$ cat src/rtl/dnn_input_loader_if.sv
// dnn_input_loader_if: valid/ready word stream feeding the dnn input loader
interface dnn_input_loader_if;
  logic       s_valid;
  logic [7:0] s_data;
  logic       s_wload;
  logic       s_ready;
  modport master (output s_valid, s_data, s_wload, input s_ready);
  modport slave  (input s_valid, s_data, s_wload, output s_ready);
endinterface

$ cat src/rtl/dnn_input_loader.sv
// dnn_input_loader: assembles x/w frames from a word stream and presents them to the dnn with an in_ready level
module dnn_input_loader #(
  parameter int TIMEOUT_CYC = 15
) (
  input  logic                clk,
  input  logic                rst_n,
  dnn_input_loader_if.slave   s_if,
  output logic signed [6:0]   x0, x1, x2, x3,
  output logic signed [4:0]   w04, w05, w06, w07, w14, w15, w16, w17,
  output logic signed [4:0]   w24, w25, w26, w27, w34, w35, w36, w37,
  output logic signed [4:0]   w48, w49, w58, w59, w68, w69, w78, w79,
  output logic                in_ready,
  input  logic                dnn_done,
  output logic                busy,
  output logic                timeout_err
);
  localparam int TW = $clog2(TIMEOUT_CYC + 1);
  typedef enum logic [2:0] {IDLE, LOAD_X, LOAD_W, FIRE, WAIT_DONE} state_t;
  state_t           state_q, state_d;
  logic [4:0]       word_cnt_q, word_cnt_d;
  logic [TW-1:0]    tmo_cnt_q, tmo_cnt_d;
  logic             wload_q, wload_d;
  logic             in_ready_q, in_ready_d;
  logic             err_q, err_d;
  logic [3:0][6:0]  x_q;
  logic [23:0][4:0] w_q;
  logic             accept;
  assign s_if.s_ready = (state_q == LOAD_X) || (state_q == LOAD_W);
  assign accept       = s_if.s_valid && s_if.s_ready;
  assign busy         = (state_q == FIRE) || (state_q == WAIT_DONE);
  assign in_ready     = in_ready_q;
  assign timeout_err  = err_q;
  assign {x3, x2, x1, x0} = x_q;
  assign {w79, w78, w69, w68, w59, w58, w49, w48,
          w37, w36, w35, w34, w27, w26, w25, w24,
          w17, w16, w15, w14, w07, w06, w05, w04} = w_q;
  // Control state, counters and flags
  always_ff @(posedge clk or negedge rst_n) begin
    if (!rst_n) begin
      state_q    <= IDLE;
      word_cnt_q <= '0;
      tmo_cnt_q  <= '0;
      wload_q    <= 1'b0;
      in_ready_q <= 1'b0;
      err_q      <= 1'b0;
    end else begin
      state_q    <= state_d;
      word_cnt_q <= word_cnt_d;
      tmo_cnt_q  <= tmo_cnt_d;
      wload_q    <= wload_d;
      in_ready_q <= in_ready_d;
      err_q      <= err_d;
    end
  end
  // Frame registers change only on an accepted word; word index selects the slot
  always_ff @(posedge clk or negedge rst_n) begin
    if (!rst_n) begin
      x_q <= '0;
      w_q <= '0;
    end else if (accept) begin
      if (word_cnt_q < 5'd4) x_q[word_cnt_q[1:0]] <= s_if.s_data[6:0];
      else w_q[word_cnt_q - 5'd4] <= s_if.s_data[4:0];
    end
  end
  // Next-state: load x, optionally load w, fire, then wait for done or timeout
  always_comb begin
    state_d    = state_q;
    word_cnt_d = word_cnt_q;
    tmo_cnt_d  = tmo_cnt_q;
    wload_d    = wload_q;
    in_ready_d = in_ready_q;
    err_d      = err_q;
    case (state_q)
      IDLE: state_d = LOAD_X;
      LOAD_X: if (accept) begin
        word_cnt_d = word_cnt_q + 5'd1;
        if (word_cnt_q == 5'd0) begin
          wload_d = s_if.s_wload;
          err_d   = 1'b0;
        end
        if (word_cnt_q == 5'd3) state_d = wload_q ? LOAD_W : FIRE;
      end
      LOAD_W: if (accept) begin
        word_cnt_d = word_cnt_q + 5'd1;
        if (word_cnt_q == 5'd27) state_d = FIRE;
      end
      FIRE: begin
        in_ready_d = 1'b1;
        tmo_cnt_d  = '0;
        word_cnt_d = '0;
        state_d    = WAIT_DONE;
      end
      WAIT_DONE: begin
        tmo_cnt_d = tmo_cnt_q + 1'b1;
        if (dnn_done) begin
          in_ready_d = 1'b0;
          state_d    = IDLE;
        end else if (tmo_cnt_q == TW'(TIMEOUT_CYC - 1)) begin
          in_ready_d = 1'b0;
          err_d      = 1'b1;
          state_d    = IDLE;
        end
      end
      default: state_d = IDLE;
    endcase
  end
endmodule

$ cat src/flat_wrapper.sv
// flat-port wrapper written by rule: the top's interface ports become plain ports
module dnn_input_loader_flat 
#(
  parameter int TIMEOUT_CYC = 15
)
  (clk, rst_n, x0, x1, x2, x3, w04, w05, w06, w07, w14, w15, w16, w17, w24, w25, w26, w27, w34, w35, w36, w37, w48, w49, w58, w59, w68, w69, w78, w79, in_ready, dnn_done, busy, timeout_err, s_if_s_valid, s_if_s_data, s_if_s_wload, s_if_s_ready);
  dnn_input_loader_if s_if_i ();
  input  logic clk;
  input  logic rst_n;
  output logic signed [6:0] x0;
  output logic signed [6:0] x1;
  output logic signed [6:0] x2;
  output logic signed [6:0] x3;
  output logic signed [4:0] w04;
  output logic signed [4:0] w05;
  output logic signed [4:0] w06;
  output logic signed [4:0] w07;
  output logic signed [4:0] w14;
  output logic signed [4:0] w15;
  output logic signed [4:0] w16;
  output logic signed [4:0] w17;
  output logic signed [4:0] w24;
  output logic signed [4:0] w25;
  output logic signed [4:0] w26;
  output logic signed [4:0] w27;
  output logic signed [4:0] w34;
  output logic signed [4:0] w35;
  output logic signed [4:0] w36;
  output logic signed [4:0] w37;
  output logic signed [4:0] w48;
  output logic signed [4:0] w49;
  output logic signed [4:0] w58;
  output logic signed [4:0] w59;
  output logic signed [4:0] w68;
  output logic signed [4:0] w69;
  output logic signed [4:0] w78;
  output logic signed [4:0] w79;
  output logic in_ready;
  input  logic dnn_done;
  output logic busy;
  output logic timeout_err;
  input wire logic [$bits(s_if_i.s_valid)-1:0] s_if_s_valid;
  input wire logic [$bits(s_if_i.s_data)-1:0] s_if_s_data;
  input wire logic [$bits(s_if_i.s_wload)-1:0] s_if_s_wload;
  output wire logic [$bits(s_if_i.s_ready)-1:0] s_if_s_ready;
  assign s_if_i.s_valid = s_if_s_valid;
  assign s_if_i.s_data = s_if_s_data;
  assign s_if_i.s_wload = s_if_s_wload;
  assign s_if_s_ready = s_if_i.s_ready;
  dnn_input_loader #(.TIMEOUT_CYC(TIMEOUT_CYC)) u_core (.clk(clk), .rst_n(rst_n), .s_if(s_if_i), .x0(x0), .x1(x1), .x2(x2), .x3(x3), .w04(w04), .w05(w05), .w06(w06), .w07(w07), .w14(w14), .w15(w15), .w16(w16), .w17(w17), .w24(w24), .w25(w25), .w26(w26), .w27(w27), .w34(w34), .w35(w35), .w36(w36), .w37(w37), .w48(w48), .w49(w49), .w58(w58), .w59(w59), .w68(w68), .w69(w69), .w78(w78), .w79(w79), .in_ready(in_ready), .dnn_done(dnn_done), .busy(busy), .timeout_err(timeout_err));
endmodule
$ cat config.mk
export PLATFORM = sky130hd
export DESIGN_NAME = dnn_input_loader_flat
export DESIGN_NICKNAME = d
export VERILOG_FILES = /design/src/rtl/dnn_input_loader_if.sv /design/src/rtl/dnn_input_loader.sv /design/src/flat_wrapper.sv
export SDC_FILE = /design/constraint.sdc
export NUM_CORES = 1
export LEC_CHECK = 0
export BUFFER_PORTS_ARGS = -buffer_cell sky130_fd_sc_hd__buf_4
export CAP_MARGIN = 20
export CORE_MARGIN = 1.5
export CORE_UTILIZATION = 60
export CTS_BUF_LIST = sky130_fd_sc_hd__clkbuf_4
export CTS_CLUSTER_DIAMETER = 80
export CTS_CLUSTER_SIZE = 25
export DETAILED_ROUTE_END_ITERATION = 16
export PLACE_DENSITY_LB_ADDON = 0.12
export SKIP_LAST_GASP = 1
export SYNTH_ARGS = -nofsm -noshare
export SYNTH_HDL_FRONTEND = slang
export SYNTH_SLANG_ARGS = --single-unit
export TNS_END_PERCENT = 5
$ cat constraint.sdc
create_clock -name clk -period 3.7 [get_ports clk]
set_input_delay 0.185 -clock clk [delete_from_list [all_inputs] [get_ports clk]]
set_output_delay 0.185 -clock clk [all_outputs]
set_load 0.03 [all_outputs]
======== Yosys cells after proc, flatten, opt, wreduce, memory -nomap -nowiden ========
Cells that the tools add are included.
word-level totals
  bits of input ports ..................... 13
  ROM bits ................................ 0
  register bits after elaboration ......... 163
  memories ................................ 0
  bits in writable memories ............... 0
  latch bits .............................. 0
  output and inout port bits .............. 152
operators by class
  muxes and demuxes ....................... 25
  $add $sub $neg .......................... 3
  $lt $le $gt $ge ......................... 5
  reduce and logical (&&, ||, !) cells .... 18
  shift-type cells ........................ 0
  equal/unequal tests ..................... 16
  multipliers ............................. 0
  bitwise gates (word level) .............. 1
  div/mod/pow operators ................... 0
operator list
  operator                                                                              number
  120-bit bitwise mux                                                                   1
  28-bit bitwise mux                                                                    1
  5-bit demux with 5-bit select                                                         1
  3-bit 2-to-1 mux                                                                      6
  3-bit one-hot mux with 5 select lines                                                 1
  7-bit demux with 2-bit select                                                         1
  5-bit 2-to-1 mux                                                                      2
  2-bit inequality test (second input constant)                                         5
  5-bit one-hot mux with 2 select lines                                                 1
  5-bit AND reduction                                                                   2
  4-bit one-hot mux with 2 select lines                                                 1
  2-bit AND reduction                                                                   4
  1-bit 2-to-1 mux                                                                      7
  7-bit 2-to-1 mux                                                                      1
  3-bit by 2-bit equality test with 1-bit output (second input constant)                2
  5-bit by 6-bit less-than comparator with 1-bit output (second input constant)         1
  2-bit by 1-bit inequality test with 1-bit output (second input constant)              3
  2-bit nonzero test                                                                    3
  5-bit by 1-bit adder with 5-bit output (second input constant)                        1
  5-bit by 2-bit equality test with 1-bit output (second input constant)                1
  5-bit equality test (second input constant)                                           1
  5-bit by 1-bit greater-or-equal comparator with 1-bit output (second input constant)  1
  5-bit zero test                                                                       1
  5-bit by 3-bit less-than comparator with 1-bit output (second input constant)         1
  other kinds (15)                                                                      19

======== Depth between registers and ports, before layout ========
  depth after elaboration ................. 6
  gate-level depth with buffers ........... 8
  depth with buffers taken out ............ 6

======== Least setup slack after synthesis ========
OpenSTA, ideal clock, no wires.
  path type ............................... register to register
  start point ............................. register u_core.word_cnt_q[2]
  end point ............................... register u_core.w_q, in the netlist u_core.w35[0]
  library setup time ...................... 0.125 ns
  stages on the path, launching flop included .. 9
  path buffers ............................ 2
  period minus slack after synthesis ...... 2.329 ns
  data arrival time ....................... 2.205 ns
  data required time ...................... 3.575 ns
  path slack .............................. 1.371 ns
  path through ............................ dfrtp_1 clkbuf_1 inv_1 ha_1 and2_1 o21ai_0 or2_2 clkbuf_1 mux2_2
between the ends
  word-level cells in the longest chain between the ends .. 6
RTL lines
  item                                                                                                                                                                line                    source
  from (decl)                                                                                                                                                         dnn_input_loader.sv:20  logic [4:0] word_cnt_q, word_cnt_d;
  from (signal assigned)                                                                                                                                              dnn_input_loader.sv:48  word_cnt_q <= word_cnt_d;
  5-bit by 3-bit subtractor with 5-bit output                                                                                                                         dnn_input_loader.sv:62  else w_q[word_cnt_q - 5'd4] <= s_if.s_data[4:0];
  5-bit by 6-bit less-than comparator with 1-bit output (not written as such) / 5-bit by 1-bit greater-or-equal comparator with 1-bit output (equally long branches)  dnn_input_loader.sv:62
  1-bit logical AND (not written as such)                                                                                                                             dnn_input_loader.sv:62
  5-bit 2-to-1 mux (not written as such)                                                                                                                              dnn_input_loader.sv:62
  5-bit demux with 5-bit select                                                                                                                                       n/a
  120-bit bitwise mux                                                                                                                                                 dnn_input_loader.sv:62
  to (signal, indexed assignment)                                                                                                                                     dnn_input_loader.sv:62
  to (decl)                                                                                                                                                           dnn_input_loader.sv:26  logic [23:0][4:0] w_q;
Parallel ways exist; a longest one is shown, timed or not.
A chain may end at the register's enable or synchronous reset.

======== Worst setup path after layout ========
  start point ............................. register u_core.word_cnt_q[2]
  end point ............................... register u_core.w_q, in the netlist u_core.w17[0]
The elaborated chain is that of the path after synthesis.

==> out/qor.txt <==
Max-slew headroom -> 43.2%
area of the multi-input gates -> 0.00258 mm2
die area -> 0.0120 mm2
status -> finished clean
maximum vdd ir drop -> 0.000458 V
antenna cells -> 0
number of detailed-route iterations in the first pass -> 5
reg-to-reg endpoint -> u_core.w17[0]$_DFFE_PN0P_
port bufs -> 163
Worst-path clk slew -> 120 ps
nets@finish -> 650
Worst Hold Class -> in -> reg
final instance area -> 0.00838 mm2
fin. max-slew vios -> 0
number of global-route vias before repair -> 4532
initial antenna violation count -> 0
Storage cell area -> 0.00408 mm2
sequential share of the synthesized area -> 60.1%
crit path DAT -> 3040 ps
Ports -> 165
Tmin final -> 2610 ps
Sink Count -> 163
largest net degree at the start of global routing -> 96
Layout area overhead -> 23.4%
number of flops mapped to enable cells by yosys -> 0
Filler cells -> 720
maximum clock insertion buffer count -> 2
Power Density -> 735 mW/mm2
syn avg cell area -> 14.7 um2
YS warnings -> 0
top cells by count, synth -> dfrtp_1 (163), mux2_2 (130), nor2_1 (34), mux2_4 (21), clkbuf_1 (14)
Vias -> 4314
Post-Synthesis Cells -> 463
Initial DRC Count -> 133
GPL Wtd Cong -> 0.793
register bit total from synthesis -> 163
setup bufs post-CTS -> 0
syn nets -> 486
Pleak -> 4.37 nW
initial core utilization -> 62.1%
Clk Latency, worst-skew pair -> 550 ps
Horiz. Die Dim -> 109 um
dpl hpwl -> 10400 um
CTS tree -> yes
DR vias/cell -> 5.53
Wirelength per Cell -> 19.5 um
area leader, netlist -> dfrtp_1
Post-DP Area -> 0.00810 mm2
Post-Route Setup TNS -> 0 ps
DR DRC count -> 0
GR Util All Layers -> 26.8%
detailed-route wire length -> 15200 um
RSZ-0062 raised after global routing -> no
measured slew at the worst slew-check pin -> 853 ps
crit path launch -> u_core.word_cnt_q[2]$_DFFE_PN0P_
Final Hold Violating Endpoints -> 0
Worst setup SP type -> register
layout cell share with drive strength beyond 1 -> 54.7%
Worst Skew -> 15.9 ps
period utilization -> 70.5%
Critical Path RT -> 4130 ps
most used flip-flop cell after synthesis -> dfrtp_1
Std-Cell Core Area -> 0.0109 mm2
max cap viols -> 0
count of final setup violators -> 0
FP Rows -> 38
endpoint class of the critical path -> register
reg-to-reg startpoint -> u_core.word_cnt_q[2]$_DFFE_PN0P_
Num CTS Buffers -> 17
share of flip-flops with an asynchronous set or reset -> 100%
Synth Cell Area -> 0.00679 mm2
gr ovfl total -> 0
CP max FO -> 12
Max Freq -> 0.383 GHz
first-pass GRT wire length -> 23800 um
Cell variety after synth -> 40
reg2reg setup slack -> 1090 ps
H-tree Lvls -> 4
height of the chip -> 109 um
CP Capture Point -> u_core.w17[0]$_DFFE_PN0P_
WS Path Type -> reg -> reg
Synth area leaders -> dfrtp_1 (60%), mux2_2 (22%), mux2_4 (4.6%)
Routed Antenna Nets -> 0
clock root cell -> clkbuf_4
Synth top area share -> 60.1%
most numerous cell in the Yosys netlist -> dfrtp_1
reg2reg path depth -> 6
## report_power, final
group | leakage (nW) | switching (mW) | internal, mW
Clock | 0.126 | 0.578 | 0.322
Sequential | 2.20 | 0.370 | 2.22
Combinational | 2.04 | 1.52 | 1.14
Total | 4.37 | 2.47 | 3.69
## worst min-delay path by stage
stage | startpoint | to | slack, ps | cells past startpoint
after floorplan | rst_n | u_core.in_ready$_DFFE_PN0P_ | -110 | 0
after global placement | rst_n | u_core.tmo_cnt_q[2]$_DFFE_PN0P_ | 310 | 1
after detailed placement | rst_n | u_core.tmo_cnt_q[2]$_DFFE_PN0P_ | 330 | 1
after CTS | s_if_s_valid | u_core.word_cnt_q[0]$_DFFE_PN0P_ | 60 | 5
after global routing | s_if_s_valid | u_core.word_cnt_q[3]$_DFFE_PN0P_ | 90 | 4
final | s_if_s_valid | u_core.word_cnt_q[3]$_DFFE_PN0P_ | 90 | 4
## registers in the layout, summed over array words and instances (netlist names), 7 cells and up
name / count
u_core.x1: 7
u_core.x3: 7
u_core.x2: 7
u_core.x0: 7
## area by class of cell
cell class              instances  area share, %
well taps                     140           2.09
clock buffers                  18           1.61
repair buffers                170           15.4
flip-flops and latches        163           48.7
multi-input cells             270           30.8
clock inverters                14           1.15
inverters                       5          0.224
## per-stage QoR
step                cells  total power, mW  hold WS (ps)  worst slack, ps  utilization, %
finish                780             6.16          91.9             1090            76.6
detailed placement    743             5.30           332             1150            74.0
global placement      743             5.21           315             1170            74.0
global route          780             6.49          88.7              812            76.6
CTS                   780             6.20          56.2             1130            76.6
floorplan             463             4.33          -111             1370               -
## layer usage
metal	GRT usage, %	share of wire (%)	up-vias	wire (um)
met5	0	0	-	0
met4	8.16	1.1	0	174
met3	9.54	6.9	18	1050
met2	43.3	50	123	7530
met1	34.1	42	2207	6440
li1	-	-	1966	-
## cell usage in the layout (no fill, tap or decap), drive strengths merged, types with 3 or more instances in the layout
master       netlist  layout
a21oi              5       5
buf               11     165
clkbuf            14      18
clkinv             0      11
dfrtp            163     163
dlygate4sd3        0       5
ha                10      10
inv                5       5
mux2             151     151
nand2             10      10
nand3              8       8
nand4              3       3
nor2              34      34
nor2b              5       5
o21a               4       4
o21ai              7       7
or4                3       3
## critical path, cell delays in order, from the launching register on
cell and delay [ps]:
dfrtp_1 640, inv_1 190, ha_1 390, nor2b_1 190
o21ai_0 280, nor2_1 430, mux2_2 390
## kinds of logic (layout without fill, tap and decap cells)
group                    after synthesis  in the layout  synth area share, %
buffers and inverters                 30            207                 1.90
flip-flops                           163            163                 60.1
adder cells (fa/ha/maj)               10             10                 1.84
AND/OR/NAND/NOR                       78             78                 6.52
AO/OA/AOI/OAI                         28             28                 2.78
XOR/XNOR                               3              3                0.664
multiplexers                         151            151                 26.2
## repair_timing
| item | CTS | global route |
|---|---|---|
| hold buffers | 5 | 0 |
| endpoints found under the hold margin | 103 | 0 |
| setup endpoints to repair | 0 | 0 |
| gates resized for setup | 0 | 0 |
Note: power is estimated with default switching activity, not from simulation.
